$ cat src/rtl/mdio_pkg.sv
// Shared types and constants for the Clause 22 MDIO responder.
package mdio_pkg;

  typedef enum logic [3:0] {
    IDLE, ST, OP, PHYAD, REGAD, TA, RDATA, WDATA, ABORT
  } mdio_state_e;

  localparam logic [1:0] OP_RD    = 2'b10;
  localparam logic [1:0] OP_WR    = 2'b01;
  localparam logic [4:0] REG_BMCR = 5'd0;
  localparam logic [4:0] REG_BMSR = 5'd1;

endpackage

$ cat src/rtl/mdio_sync_edge.sv
// Two-flop synchronizer for an asynchronous clock-like input plus a 1-clk rising-edge strobe.
module mdio_sync_edge (
  input  logic clk,
  input  logic rst,
  input  logic d_i,
  output logic rise_o
);

  logic meta_q, meta_d;
  logic sync_q, sync_d;
  logic prev_q, prev_d;

  always_comb begin
    meta_d = d_i;
    sync_d = meta_q;
    prev_d = sync_q;
  end

  always_ff @(posedge clk) begin
    if (rst) begin
      meta_q <= 1'b0;
      sync_q <= 1'b0;
      prev_q <= 1'b0;
    end else begin
      meta_q <= meta_d;
      sync_q <= sync_d;
      prev_q <= prev_d;
    end
  end

  assign rise_o = sync_q & ~prev_q;

endmodule

$ cat src/rtl/mdio_responder.sv
// PHY-side Clause 22 MDIO responder with a 32x16 register file, sampled on oversampled MDC rises.
// Define MDIO_RSP_BCAST_EN to also accept writes addressed to PHYAD 0.
module mdio_responder
  import mdio_pkg::*;
#(
  parameter logic [4:0]  PHY_ADDR  = 5'd1,
  parameter int          PRE_LEN   = 32,
  parameter logic [15:0] REG0_INIT = 16'h1140
) (
  input  logic        clk,
  input  logic        rst,
  input  logic        mdc_i,
  input  logic        mdio_i,
  output logic        mdio_o,
  output logic        mdio_oe,
  input  logic [15:0] status_i,
  output logic        wr_stb,
  output logic [4:0]  wr_addr,
  output logic [15:0] wr_data,
  output logic        busy
);

  localparam int PW = $clog2(PRE_LEN + 1);
  localparam logic [PW-1:0] PRE_MAX = PW'(PRE_LEN);

  logic rise;
  logic mdio_meta_q, mdio_meta_d;
  logic mdio_s_q, mdio_s_d;

  mdio_state_e   state_q, state_d;
  logic [PW-1:0] pre_cnt_q, pre_cnt_d;
  logic [4:0]    bit_cnt_q, bit_cnt_d;
  logic [15:0]   shreg_q, shreg_d;
  logic [15:0]   sh_in;
  logic          is_rd_q, is_rd_d;
  logic          match_q, match_d;
  logic [4:0]    regad_q, regad_d;
  logic          mdio_o_q, mdio_o_d;
  logic          mdio_oe_q, mdio_oe_d;
  logic          busy_q, busy_d;
  logic          wr_stb_q, wr_stb_d;
  logic [4:0]    wr_addr_q, wr_addr_d;
  logic [15:0]   wr_data_q, wr_data_d;
  logic [15:0]   regs_q [32];
  logic [15:0]   regs_d [32];

  mdio_sync_edge u_mdc_sync (
    .clk    (clk),
    .rst    (rst),
    .d_i    (mdc_i),
    .rise_o (rise)
  );

  always_comb begin
    mdio_meta_d = mdio_i;
    mdio_s_d    = mdio_meta_q;
  end

  assign sh_in = {shreg_q[14:0], mdio_s_q};

  always_comb begin
    state_d   = state_q;
    pre_cnt_d = pre_cnt_q;
    bit_cnt_d = bit_cnt_q;
    shreg_d   = shreg_q;
    is_rd_d   = is_rd_q;
    match_d   = match_q;
    regad_d   = regad_q;
    mdio_o_d  = mdio_o_q;
    mdio_oe_d = mdio_oe_q;
    busy_d    = busy_q;
    wr_stb_d  = 1'b0;
    wr_addr_d = wr_addr_q;
    wr_data_d = wr_data_q;
    regs_d    = regs_q;

    if (rise) begin
      unique case (state_q)
        IDLE: begin
          if (mdio_s_q) begin
            if (pre_cnt_q != PRE_MAX) pre_cnt_d = pre_cnt_q + 1'b1;
          end else if (pre_cnt_q == PRE_MAX) begin
            state_d   = ST;
            busy_d    = 1'b1;
            pre_cnt_d = '0;
          end else begin
            pre_cnt_d = '0;
          end
        end
        ST: begin
          bit_cnt_d = 5'd1;
          state_d   = mdio_s_q ? OP : ABORT;
        end
        OP: begin
          shreg_d = sh_in;
          if (bit_cnt_q != 5'd0) begin
            bit_cnt_d = bit_cnt_q - 1'b1;
          end else if (sh_in[1:0] == OP_RD || sh_in[1:0] == OP_WR) begin
            is_rd_d   = (sh_in[1:0] == OP_RD);
            bit_cnt_d = 5'd4;
            state_d   = PHYAD;
          end else begin
            state_d = ABORT;
          end
        end
        PHYAD: begin
          shreg_d = sh_in;
          if (bit_cnt_q != 5'd0) begin
            bit_cnt_d = bit_cnt_q - 1'b1;
          end else begin
`ifdef MDIO_RSP_BCAST_EN
            match_d = (sh_in[4:0] == PHY_ADDR) || (!is_rd_q && sh_in[4:0] == 5'd0);
`else
            match_d = (sh_in[4:0] == PHY_ADDR);
`endif
            bit_cnt_d = 5'd4;
            state_d   = REGAD;
          end
        end
        REGAD: begin
          shreg_d = sh_in;
          if (bit_cnt_q != 5'd0) begin
            bit_cnt_d = bit_cnt_q - 1'b1;
          end else begin
            regad_d   = sh_in[4:0];
            bit_cnt_d = 5'd1;
            state_d   = TA;
          end
        end
        TA: begin
          if (bit_cnt_q != 5'd0) begin
            bit_cnt_d = 5'd0;
            if (is_rd_q) begin
              // Read word is frozen here so the whole response is one coherent snapshot.
              shreg_d = (regad_q == REG_BMSR) ? status_i : regs_q[regad_q];
              if (match_q) begin
                mdio_oe_d = 1'b1;
                mdio_o_d  = 1'b0;
              end
            end else if (!mdio_s_q) begin
              state_d = ABORT;
            end
          end else begin
            bit_cnt_d = 5'd15;
            if (is_rd_q) begin
              if (match_q) mdio_o_d = shreg_q[15];
              shreg_d = {shreg_q[14:0], 1'b0};
              state_d = RDATA;
            end else begin
              state_d = mdio_s_q ? ABORT : WDATA;
            end
          end
        end
        RDATA: begin
          if (bit_cnt_q != 5'd0) begin
            if (match_q) mdio_o_d = shreg_q[15];
            shreg_d   = {shreg_q[14:0], 1'b0};
            bit_cnt_d = bit_cnt_q - 1'b1;
          end else begin
            mdio_oe_d = 1'b0;
            mdio_o_d  = 1'b1;
            busy_d    = 1'b0;
            state_d   = IDLE;
          end
        end
        WDATA: begin
          shreg_d = sh_in;
          if (bit_cnt_q != 5'd0) begin
            bit_cnt_d = bit_cnt_q - 1'b1;
          end else begin
            if (match_q) begin
              wr_stb_d  = 1'b1;
              wr_addr_d = regad_q;
              wr_data_d = sh_in;
              // BMSR is live status; BMCR bit 15 is a self-clearing reset request.
              if (regad_q == REG_BMCR)      regs_d[REG_BMCR] = {1'b0, sh_in[14:0]};
              else if (regad_q != REG_BMSR) regs_d[regad_q] = sh_in;
            end
            busy_d  = 1'b0;
            state_d = IDLE;
          end
        end
        ABORT: begin
          mdio_oe_d = 1'b0;
          mdio_o_d  = 1'b1;
          busy_d    = 1'b0;
          pre_cnt_d = '0;
          state_d   = IDLE;
        end
        default: state_d = IDLE;
      endcase
    end
  end

  always_ff @(posedge clk) begin
    if (rst) begin
      mdio_meta_q <= 1'b1;
      mdio_s_q    <= 1'b1;
      state_q     <= IDLE;
      pre_cnt_q   <= '0;
      bit_cnt_q   <= '0;
      shreg_q     <= '0;
      is_rd_q     <= 1'b0;
      match_q     <= 1'b0;
      regad_q     <= '0;
      mdio_o_q    <= 1'b1;
      mdio_oe_q   <= 1'b0;
      busy_q      <= 1'b0;
      wr_stb_q    <= 1'b0;
      wr_addr_q   <= '0;
      wr_data_q   <= '0;
      for (int i = 0; i < 32; i++) regs_q[i] <= (i == 0) ? REG0_INIT : 16'h0000;
    end else begin
      mdio_meta_q <= mdio_meta_d;
      mdio_s_q    <= mdio_s_d;
      state_q     <= state_d;
      pre_cnt_q   <= pre_cnt_d;
      bit_cnt_q   <= bit_cnt_d;
      shreg_q     <= shreg_d;
      is_rd_q     <= is_rd_d;
      match_q     <= match_d;
      regad_q     <= regad_d;
      mdio_o_q    <= mdio_o_d;
      mdio_oe_q   <= mdio_oe_d;
      busy_q      <= busy_d;
      wr_stb_q    <= wr_stb_d;
      wr_addr_q   <= wr_addr_d;
      wr_data_q   <= wr_data_d;
      regs_q      <= regs_d;
    end
  end

  assign mdio_o  = mdio_o_q;
  assign mdio_oe = mdio_oe_q;
  assign busy    = busy_q;
  assign wr_stb  = wr_stb_q;
  assign wr_addr = wr_addr_q;
  assign wr_data = wr_data_q;

endmodule

$ cat config.mk
export PLATFORM = sky130hd
export DESIGN_NAME = mdio_responder
export DESIGN_NICKNAME = d
export VERILOG_FILES = /design/src/rtl/mdio_pkg.sv /design/src/rtl/mdio_sync_edge.sv /design/src/rtl/mdio_responder.sv
export SDC_FILE = /design/constraint.sdc
export NUM_CORES = 1
export LEC_CHECK = 0
export BUFFER_PORTS_ARGS = -buffer_cell sky130_fd_sc_hd__buf_4
export CAP_MARGIN = 0
export CORE_UTILIZATION = 25
export DETAILED_ROUTE_END_ITERATION = 12
export PLACE_DENSITY_LB_ADDON = 0.3
export SLEW_MARGIN = 0
export SYNTH_ARGS = -nofsm -noshare
export SYNTH_HDL_FRONTEND = slang
export SYNTH_HIERARCHICAL = 1
export SYNTH_SLANG_ARGS = --single-unit
export TNS_END_PERCENT = 100
$ cat constraint.sdc
create_clock -name clk -period 2.15 [get_ports clk]
set_input_delay 0.43 -clock clk [delete_from_list [all_inputs] [get_ports clk]]
set_output_delay 0.43 -clock clk [all_outputs]
set_load 0.005 [all_outputs]
# ---- Yosys cells after proc, flatten, opt, wreduce, memory -nomap -nowiden
# Cells that the tools add are included.
dict set report classes {
  n_addsub 2
  n_mul 0
  div_mod_pow 0
  order_cmp 2
  n_eq_ne 32
  shift 0
  muxes 54
  n_bitwise 7
  reduce_logical 27
}
# cell n
set op_table {}
lappend op_table {{$bwmux 512} 1}
lappend op_table {{$mux 512} 1}
lappend op_table {{$mux 16} 9}
lappend op_table {{$bmux 16 s5} 1}
lappend op_table {{$demux 16 s5} 1}
lappend op_table {{$mux 4} 14}
lappend op_table {{$pmux 16 s3} 1}
lappend op_table {{$pmux 5 s6} 1}
lappend op_table {{$pmux 4 s7} 1}
lappend op_table {{$mux 5} 5}
lappend op_table {{$ne 2x2->1 const B} 11}
lappend op_table {{$reduce_and 4->1} 5}
lappend op_table {{$eq 4x3->1 const B} 4}
lappend op_table {{$ne 3x3->1 const B} 5}
lappend op_table {{$mux 1} 13}
lappend op_table {{$mux 6} 2}
lappend op_table {{$pmux 6 s2} 1}
lappend op_table {{$reduce_and 6->1} 2}
lappend op_table {{$eq 5x1->1 const B} 2}
lappend op_table {{$reduce_and 5->1} 2}
lappend op_table {{$pmux 1 s3} 3}
lappend op_table {{$reduce_and 3->1} 3}
lappend op_table {{$reduce_and 9->1} 1}
lappend op_table {{$reduce_bool 3->1} 3}
lappend op_table {{other kinds (25)} 32}
dict set report word_totals {
  reg_bits 580
  latch_bits 0
  mem_bits_rw 0
  mem_bits_ro 0
  inputBits 20
  output_inout_bits 25
  elab_cells 174
  mem_count 0
}

# ---- Logic depth before layout (Yosys ltp)
# Gate-level depths: netlist of the first run.
dict set report depth {
  depth_word 8
  depth_mapped 10
  mapped_depth_nobuf 7
}

# ---- Modules after synthesis
# The synthesis of the first run kept the hierarchy.
# module instances cells_per_inst area_each_um2 seq_area_each_um2
set by_module_without_submodules {}
lappend by_module_without_submodules {mdio_responder 1 3072 25592.0 11471.0}
lappend by_module_without_submodules {mdio_sync_edge 1 7 87.6 60.1}

# ---- Worst setup path before layout of the first run
# No wires, ideal clock.
dict set report synth_timing {
  path_kind {reg2reg}
  start {register bit_cnt_q[0]}
  end {register regs_q[101] (netlist name)}
  setup_time_ps 132
  t_arrival_ps 2041
  required_time_ps 2018
  slack_ps -23
  stages_incl_launch_ff 11
  path_buffers 3
  period_less_slack_ps 2173
  path_cell_list {dfxtp_1 -> inv_1 -> ha_1 -> nor3b_4 -> nand3_1 -> buf_2 -> or3_1 -> clkbuf_1 -> buf_2 -> nand2_1 -> a21oi_1}
}
dict set report synth_between {
  elab_chain_cells 3
}
# item line_no
set synth_rtl {}
lappend synth_rtl {{start, declared} mdio_responder.sv:32} ;# logic [4:0] bit_cnt_q, bit_cnt_d;
lappend synth_rtl {{start signal, assigned} mdio_responder.sv:218} ;# bit_cnt_q <= bit_cnt_d;
lappend synth_rtl {{$reduce_bool 5->1} mdio_responder.sv:168} ;# if (bit_cnt_q != 5'd0) begin
lappend synth_rtl {{$not 1->1 (no line)} n/a}
lappend synth_rtl {{$reduce_and 6->1 (no line)} n/a}
lappend synth_rtl {{end signal, assigned} mdio_responder.sv:229} ;# regs_q <= regs_d;
lappend synth_rtl {{end, declared} mdio_responder.sv:44} ;# logic [15:0] regs_q [32];
# No other way between the ends.
# A chain may end at the register's enable or synchronous reset.

# ---- Worst setup path after layout of the first run
dict set report layout_timing {
  start {register regad_q[1]}
  end {register shreg_q[15]}
}
dict set report layout_between {
  elab_chain_cells 8
  word_cells_on_any_way 9
  classes_between {eq/ne: 1; mux: 7; bitwise: 1}
}
# item line_no
set layout_rtl {}
lappend layout_rtl {{start, declared} mdio_responder.sv:37} ;# logic [4:0] regad_q, regad_d;
lappend layout_rtl {{start signal, assigned} mdio_responder.sv:222} ;# regad_q <= regad_d;
lappend layout_rtl {{$not 5->6 (not written as such)} mdio_responder.sv:135} ;# shreg_d = (regad_q == REG_BMSR) ? status_i : regs_q[regad_q];
lappend layout_rtl {{$bmux 16 s5} mdio_responder.sv:135}
lappend layout_rtl {{$mux 16 (not written as such) (2 in series)} mdio_responder.sv:135}
lappend layout_rtl {{$mux 16 (*)} mdio_responder.sv:135}
lappend layout_rtl {{$mux 16 (*)} mdio_responder.sv:133} ;# if (is_rd_q) begin
lappend layout_rtl {{$mux 16 (*)} mdio_responder.sv:131} ;# if (bit_cnt_q != 5'd0) begin
lappend layout_rtl {{$pmux 16 s3 (*)} mdio_responder.sv:78} ;# unique case (state_q)
lappend layout_rtl {{end signal, assigned} mdio_responder.sv:219} ;# shreg_q <= shreg_d;
lappend layout_rtl {{end, declared} mdio_responder.sv:33} ;# logic [15:0] shreg_q, shreg_d;
# Every way passes the cells marked *; elsewhere a longest branch is shown, timed or not. The select of a mux whose other input is x is not followed.

==> results of run 1 <==
[through the flow]
stage	instance area (µm²)	hold WS, ns
2_1_floorplan	25700	0.389
3_3_place_gp	29800	0.391
3_5_place_dp	29800	0.398
4_1_cts	32800	0.00164
5_1_grt	34100	0.0259
6_report	34100	0.0195
[state kept, by name, summed over array words and instances, names as in the netlist]
register / flops
mdio_o: 1
wr_data: 16
shreg_q: 16
match_q: 1
regad_q: 5
mdio_meta_q: 1
regs_q: 508
u_mdc_sync/prev_d: 1
busy: 1
is_rd_q: 1
wr_stb: 1
mdio_oe: 1
mdio_s_q: 1
wr_addr: 5
u_mdc_sync/meta_q: 1
u_mdc_sync/prev_q: 1
state_q: 4
bit_cnt_q: 5
pre_cnt_q: 6
[power groups by stage]
stage / Combinational, mW / Sequential, mW / Clock (mW)
2_1_floorplan: 0.175 / 10.9 / 0
3_3_place_gp: 0.305 / 10.9 / 0
3_5_place_dp: 0.300 / 10.9 / 0
4_1_cts: 0.301 / 10.7 / 11.6
5_1_grt: 0.333 / 10.7 / 12.0
6_report: 0.315 / 10.7 / 11.4
[how the worst max path moves through the flow]
stage                               endpoint  slack (ns)
floorplan           shreg_q[11]$_SDFFE_PP0P_       0.008
global placement     shreg_q[0]$_SDFFE_PP0P_       -0.53
detailed placement   shreg_q[0]$_SDFFE_PP0P_       -0.54
CTS                  shreg_q[9]$_SDFFE_PP0P_        -0.1
global route         shreg_q[0]$_SDFFE_PP0P_       -0.16
finish              shreg_q[15]$_SDFFE_PP0P_       -0.14
[placed cells by master, fill, tap and decap left out, types with 24 or more instances in the layout]
cell type,n
nor2_1,43
clkbuf_16,82
nand3_1,41
a21oi_2,54
nor3_4,28
nand2_1,1034
buf_12,86
buf_4,281
buf_6,40
dfxtp_1,561
a21oi_1,493
mux4_2,98
mux2i_1,64
nor2b_1,24
[worst register-to-register path: cells and delay by family, from the launching register on]
kind,cells,cell delay (ns)
AOI/OAI and AO/OA,3,0.59
muxes,2,0.81
DFF,1,0.45
buffers and inverters,2,0.30
[kinds of logic after synthesis]
family                     count (synthesis)  synth area share
and+or+nand+nor                         1315             0.222
AOI/OAI and AO/OA                        705             0.156
DFF                                      576             0.449
buffers and inverters                    295            0.0515
muxes                                    176             0.117
xor gates and xnor gates                   7           0.00239
adders and majority gates                  5           0.00244
[cell type report]
cell class | count | area [µm²]
multi-input cells | 2208 | 13800
repair buffers | 431 | 4820
clock inverters | 18 | 203
well taps | 1368 | 1710
clock buffers | 95 | 1930
flip-flops and latches | 576 | 11600
inverters | 15 | 61.3
fillers | 10400 | 67600
[metal layers]
metal,track usage,up-vias,part of all wire
met1,0.248,11600,0.46
li1,-,11000,-
met5,0,-,0
met4,0.0564,0,0.030
met2,0.282,746,0.46
met3,0.0249,154,0.057
[repair_timing]
| item | in CTS | in global routing |
|---|---|---|
| hold endpoints to repair | 1 | 0 |
| gates resized for setup | 104 | 181 |
| gates cloned | 5 | 14 |
| hold buffers | 1 | 0 |
| setup endpoints to repair | 250 | 439 |
| pin swaps | 43 | 95 |
| setup buffers | 29 | 32 |
==> key figures, run 1 <==
Outcome
  • Outcome: finished, violations left
  • Failing checks: negative setup slack

Worst setup path
  • CP endpoint kind: flip-flop
  • FF-to-FF setup slack: -0.14 ns
  • CP max-delay cell: mux4_2
  • Reg2Reg Launch Point: regad_q[1]$_SDFFE_PP0P_
  • Crit Path Class: reg2reg
  • Worst setup path start: regad_q[1]$_SDFFE_PP0P_
  • Critical Path Source Type: flip-flop
  • CP top delay family: multiplexers
  • Critical path peak fanout: 6
  • CP Depth: 7
  • Critical path cell sequence: buf_12, buf_4, mux4_2, mux2_2, a221oi_4, a21o_1, a211oi_1
  • R2R Path End: shreg_q[15]$_SDFFE_PP0P_
  • Largest stage delay on the critical path: 0.49 ns
  • WP buf/inv: 2
  • Data arrival time of the critical path: ~2.8 ns
  • CP required: 2.63 ns
  • Worst Reg-to-Reg Cells: 7

Synthesis
  • Number of flops mapped to enable cells by yosys: 0
  • Top cell type by total area after synthesis: dfxtp_1
  • Top-count cell post-synth: nand2_1
  • Synth Flop Type: dfxtp_1
  • Cell area after synthesis: about 26000 µm²
  • Syn_nets: between 3000 and 4000
  • Leading post-synthesis cells by cell area: dfxtp_1, nand2_1, a21oi_1
  • Async S/R FF share, synth: 0
  • Synth top cells by count: nand2_1, dfxtp_1, a21oi_1, clkbuf_1, mux4_2
  • Post-Syn Instances: 3079
  • Sequential area share after synthesis: 0.449
  • Synth Register Bits: 576
  • Synth unique cells: 82
  • Synthesized area per cell: approximately 8.3 µm²
  • Top cell type's share of synthesized area: 0.449
  • Yosys warns: 6

GRT
  • Grt ovf: 0
  • First-pass GRT wire length: about 140 mm
  • Tot GR Track Use: 0.178
  • Number of global-route vias before repair: 21800
  • Pin count of the biggest net entering global routing: between 100 and 150
  • Initial antenna violation count: 1

Placed design
  • RePlAce Congestion: 0.903
  • Hpwl dp: 61.2 mm
  • Placed Cells incl. Taps: about 4500
  • I/O Buffers: 44
  • Dpl ws: -0.542 ns

Power
  • PwrDens: 656 nW/µm²
  • Peak VDD IR: between 0.4 and 0.5 mV
  • Tot Pwr: 22.4 mW
  • Sw Pwr: 4.92 mW
  • Share of power burned in the clock network: 0.509
  • Sw Ratio: 0.220
  • Sequential share of power: 0.477
  • Part of the power in combinational logic: 0.014
  • P_leak: 11.5 nW
  • P_int: 17.5 mW

Detailed routing
  • Final ANT Viol Nets: 0
  • DRC violations left: 0
  • 1st-pass router iterations: 5
  • 1st-iter DRT viols: roughly 2300
  • Via count: roughly 23000
  • Routed length per placed instance: 20.6 µm
  • Drt via density: 4.99
  • Drt total wl: 97.1 mm

Timing
  • Fmax: 0.436 GHz
  • Final slew viol count: 0
  • Layout Skew: 0.0247 ns
  • Fin crit period: ~2.3 ns
  • Worst Tran Pin Value: 0.920 ns
  • Setup-failing EPs final: 67
  • Final Hold Fails: 0
  • Worst Slack Setup Final: -0.143 ns
  • Worst slew margin: 0.387
  • RSZ-0062 raised after global routing: true
  • Crit share post-route: 1.07
  • Setup TNS: -2.43 ns

CTS
  • Clk slew on worst S/H paths: roughly 0.060 ns
  • Clock latency on the worst-skew pair: 0.63 ns
  • CTS tree: yes
  • CTS Buf Count: 66
  • CTS Root Cell: clkbuf_16
  • H-tree depth: 3
  • CTS Buffer Depth: 3
  • Clk sinks: 576

Floorplan
  • Die ar.: 104000 µm²
  • Die X: 322 µm
  • Initial Utilization: 0.252
  • I/O pins: 45
  • Die height: ~320 µm
  • Core Rows: 117
  • Core Region: 102000 µm²

Cells and area
  • Layout Cells excl Fill: 4711
  • Fin nets: 3323
  • N_diodes: 0
  • Util after Layout: 0.335
  • Layout cells sized above 1: 0.259
  • P&R area growth vs syn: 32.8%

Hold path
  • Worst Hold Class: in2reg
  • Hold path depth: 2
  • Min-Delay Endpoint: u_mdc_sync/meta_q$_SDFF_PP0_
  • HP Start: mdc_i

Flow run
  • Max-cap viol count: 0
Power figures use the tool's default switching activity.
==> run 2, diff against run 1 <==
--- a/config.mk
+++ b/config.mk
@@ -7,6 +7,7 @@
 export LEC_CHECK = 0
 export BUFFER_PORTS_ARGS = -buffer_cell sky130_fd_sc_hd__buf_4
 export CAP_MARGIN = 0
+export CORE_ASPECT_RATIO = 1.2
 export CORE_UTILIZATION = 25
 export DETAILED_ROUTE_END_ITERATION = 12
 export PLACE_DENSITY_LB_ADDON = 0.3
==> run 2 against run 1 <==
  * The flow still finishes with violations (negative setup slack)
  * Hold slack improved by 0.13 ns
  * Via count shrank 0.90%
  * Non-clock buffer count shrank 13
  * Sequential share of layout area is 0.56 points higher
  * Setup slack gained 0.033 ns
  * Critical path depth grew 1
  * Clock skew decreased by 0.0082 ns
  * Clock power is 7% lower
  * Power decreased by 3.5%
  * Die area barely moved
  * Clock-buffer cell count down 13
  * Largest cell class unchanged
==> key figures, run 2 (same netlist as run 1, synthesis figures left out) <==
Power
  • Share of power burned in the clock network: 0.491 (-0.018)
  • Sequential share of power: 0.494 (+0.017)
  • Sw Pwr: 4.83 mW (-1.8%)
  • Part of the power in combinational logic: 0.015 (about the same)
  • P_int: 16.8 mW (-4.0%)
  • Peak VDD IR: 0.632 mV (+27%)
  • Sw Ratio: 0.224 (+0.00391)
  • PwrDens: 644 nW/µm² (-1.9%)
  • P_leak: 11.1 nW (-3.2%)

Timing
  • Crit share post-route: 1.05 (-0.0154)
  • Worst slew margin: 0.393 (+0.00600)
  • Fmax: 0.442 GHz (+1.5%)
  • Layout Skew: 0.0165 ns (-0.00819 ns)
  • Worst Tran Pin Value: 0.909 ns (-0.0102 ns)
  • RSZ-0062 raised after global routing: true
  • Setup-failing EPs final: 65 (-3.0%)
  • Setup TNS: -2.22 ns (+0.213 ns)
  • Hold_ws: 0.151 ns (+0.132 ns)
  • Fin crit period: 2.26 ns (-0.0330 ns)
  • Final Hold Fails: 0 (unchanged)
  • Final slew viol count: 0 (unchanged)
  • Worst Slack Setup Final: -0.110 ns (+0.0330 ns)

Cells and area
  • Fin nets: 3302 (-0.63%)
  • Commonest non-fill, non-tap cell in the layout: nand2_1
  • Most frequent cells in the layout: nand2_1, dfxtp_1, a21oi_1
  • Max reg flops: 508 (unchanged)
  • Reg with most FFs: regs_q
  • Layout cells sized above 1: 0.248 (-0.0109)
  • N_diodes: 0 (unchanged)
  • P&R area growth vs syn: 30.7%
  • Area of the multi-input gates: 13700 µm² (-0.74%)
  • Final-layout fill cell count: 10400 (+0.33%)
  • Reg area: 11600 µm² (about the same)

Outcome
  • Failing checks: negative setup slack
  • Outcome: finished, violations left

GRT
  • Tot GR Track Use: 0.183 (+0.00530)
  • Number of global-route vias before repair: 22100 (+1.4%)
  • Grt ovf: 0 (unchanged)
  • Pin count of the biggest net entering global routing: 116 (-10%)
  • First-pass GRT wire length: 146 mm (+3.3%)
  • Initial antenna violation count: 1 (unchanged)

Worst setup path
  • CP endpoint kind: flip-flop
  • Reg2Reg Launch Point: regad_q[1]$_SDFFE_PP0P_
  • R2R Path End: shreg_q[13]$_SDFFE_PP0P_
  • Worst Reg-to-Reg Cells: 8 (+1)
  • CP required: 2.67 ns (+0.04 ns)
  • FF-to-FF setup slack: -0.11 ns (+0.03 ns)
  • Data arrival time of the critical path: 2.78 ns (about the same)
  • CP max-delay cell: mux4_2
  • Largest stage delay on the critical path: 0.52 ns (+0.03 ns)
  • Critical Path Source Type: flip-flop
  • Critical path cell sequence: buf_12, buf_12, mux4_2, and2_1, a211oi_2, buf_4, a211o_1, a221oi_2
  • Crit Path Class: reg2reg
  • Critical path peak fanout: 9 (+3)
  • Top cell by count, worst path: buf_12

CTS
  • Clk sinks: 576 (unchanged)
  • CTS Root Cell: clkbuf_16
  • CTS Buffer Depth: 3 (unchanged)
  • CTS tree: yes
  • Clock latency on the worst-skew pair: 0.65 ns (+0.02 ns)
  • H-tree depth: 2 (-1)
  • CTS Buf Count: 58 (-12%)
  • Clk slew on worst S/H paths: 0.07 ns (about the same)

Floorplan
  • Core Region: 102000 µm² (about the same)
  • I/O pins: 45 (unchanged)
  • Die X: 295 µm (-8.7%)
  • Core Rows: 128 (+9.4%)
  • Initial Utilization: 0.253 (about the same)
  • Die ar.: 104000 µm² (about the same)
  • Die height: 353 µm (+9.5%)

Detailed routing
  • Via count: 23300 (-0.90%)
  • Drt total wl: 97.4 mm (+0.28%)
  • 1st-pass router iterations: 5 (unchanged)
  • Drt via density: 4.97 (-0.44%)
  • Final ANT Viol Nets: 0 (unchanged)
  • DRC violations left: 0 (unchanged)
  • 1st-iter DRT viols: 2121 (-9.6%)
  • Routed length per placed instance: 20.8 µm (+0.75%)

Hold path
  • Min-Delay Endpoint: regs_q[505]$_SDFFE_PP0P_
  • HP Start: rst
  • Worst Hold Class: in2reg
  • Hold path depth: 2 (unchanged)

Placed design
  • RePlAce Congestion: 0.872 (-3.5%)
  • I/O Buffers: 44 (unchanged)
  • Hpwl dp: 63.6 mm (+4.0%)

Flow run
  • Max-cap viol count: 0 (unchanged)
[run 2: changes by cell type in the layout (fill, tap and decap cells not counted), moves of 5 or more]
cell / previous run / this run
a221oi_1: 9 / 1
a221oi_2: 9 / 18
buf_12: 86 / 91
buf_6: 40 / 27
clkbuf_16: 82 / 61
clkinv_4: 0 / 5
nand2_1: 1034 / 1060
nand2_2: 19 / 6
nand2_4: 14 / 1
o22ai_1: 7 / 12
o22ai_2: 7 / 1
[run 2: cell type report]
type,count,area share
multi-input cells,2208,0.409
flip-flops and latches,576,0.344
repair buffers,418,0.136
well taps,1365,0.0509
clock buffers,82,0.0498
clock inverters,25,0.00873
inverters,15,0.00172
[run 2: what timing repair did]
| item | in CTS | in global routing |
|---|---|---|
| cloned | 3 | 5 |
| hold buffers | 2 | 0 |
| endpoints found under the hold margin | 2 | 0 |
| pin swaps | 33 | 87 |
| buffers inserted | 26 | 14 |
| endpoints found under the setup margin | 506 | 477 |
| gates resized for setup | 122 | 111 |
[run 2: how the worst max path moves through the flow]
stage                                          from                  endpoint  slack [ns]  depth (start not counted)
final                       regad_q[1]$_SDFFE_PP0P_  shreg_q[13]$_SDFFE_PP0P_       -0.11                          8
after global placement      regad_q[0]$_SDFFE_PP0P_   shreg_q[8]$_SDFFE_PP0P_       -0.53                          7
after floorplan             regad_q[0]$_SDFFE_PP0P_  shreg_q[11]$_SDFFE_PP0P_       0.008                          6
after CTS                 bit_cnt_q[0]$_SDFFE_PP0P_  shreg_q[11]$_SDFFE_PP0P_       -0.09                          8
after detailed placement    regad_q[0]$_SDFFE_PP0P_   shreg_q[8]$_SDFFE_PP0P_       -0.48                          7
after global routing      bit_cnt_q[0]$_SDFFE_PP0P_   shreg_q[2]$_SDFFE_PP0P_       -0.18                          8
[run 2: power groups by stage]
| stage | clock [mW] | combinational, mW | sequential, mW |
|---|---|---|---|
| finish | 10.6 | 0.334 | 10.7 |
| floorplan | 0 | 0.175 | 10.9 |
| global route | 11.3 | 0.351 | 10.7 |
| CTS | 10.8 | 0.321 | 10.7 |
| detailed placement | 0 | 0.317 | 10.9 |
| global placement | 0 | 0.320 | 10.9 |
[run 2: metal layers]
layer | global-route usage | share of wire
met1 | 0.241 | 0.42
met2 | 0.307 | 0.49
met3 | 0.0244 | 0.057
met4 | 0.0606 | 0.034
met5 | 0 | 0.00013
[run 2: through the flow]
step	power [mW]	worst slack [ns]	utilization	cells	cell area, µm²
after floorplan	11.1	0.00778	-	3079	25700
after global placement	11.2	-0.528	0.294	4534	29900
after detailed placement	11.2	-0.484	0.294	4534	29900
after CTS	21.8	-0.0920	0.323	4671	32900
after global routing	22.3	-0.177	0.330	4689	33600
final	21.6	-0.110	0.330	4689	33600
[run 2: critical path: cells and delay by family, from the launching register on]
| kind | cells | cell delay (ns) |
|---|---|---|
| AO/OA/AOI/OAI | 3 | 0.56 |
| multiplexers | 1 | 0.52 |
| buffers and inverters | 3 | 0.49 |
| flip-flops | 1 | 0.39 |
| AND/OR/NAND/NOR | 1 | 0.18 |
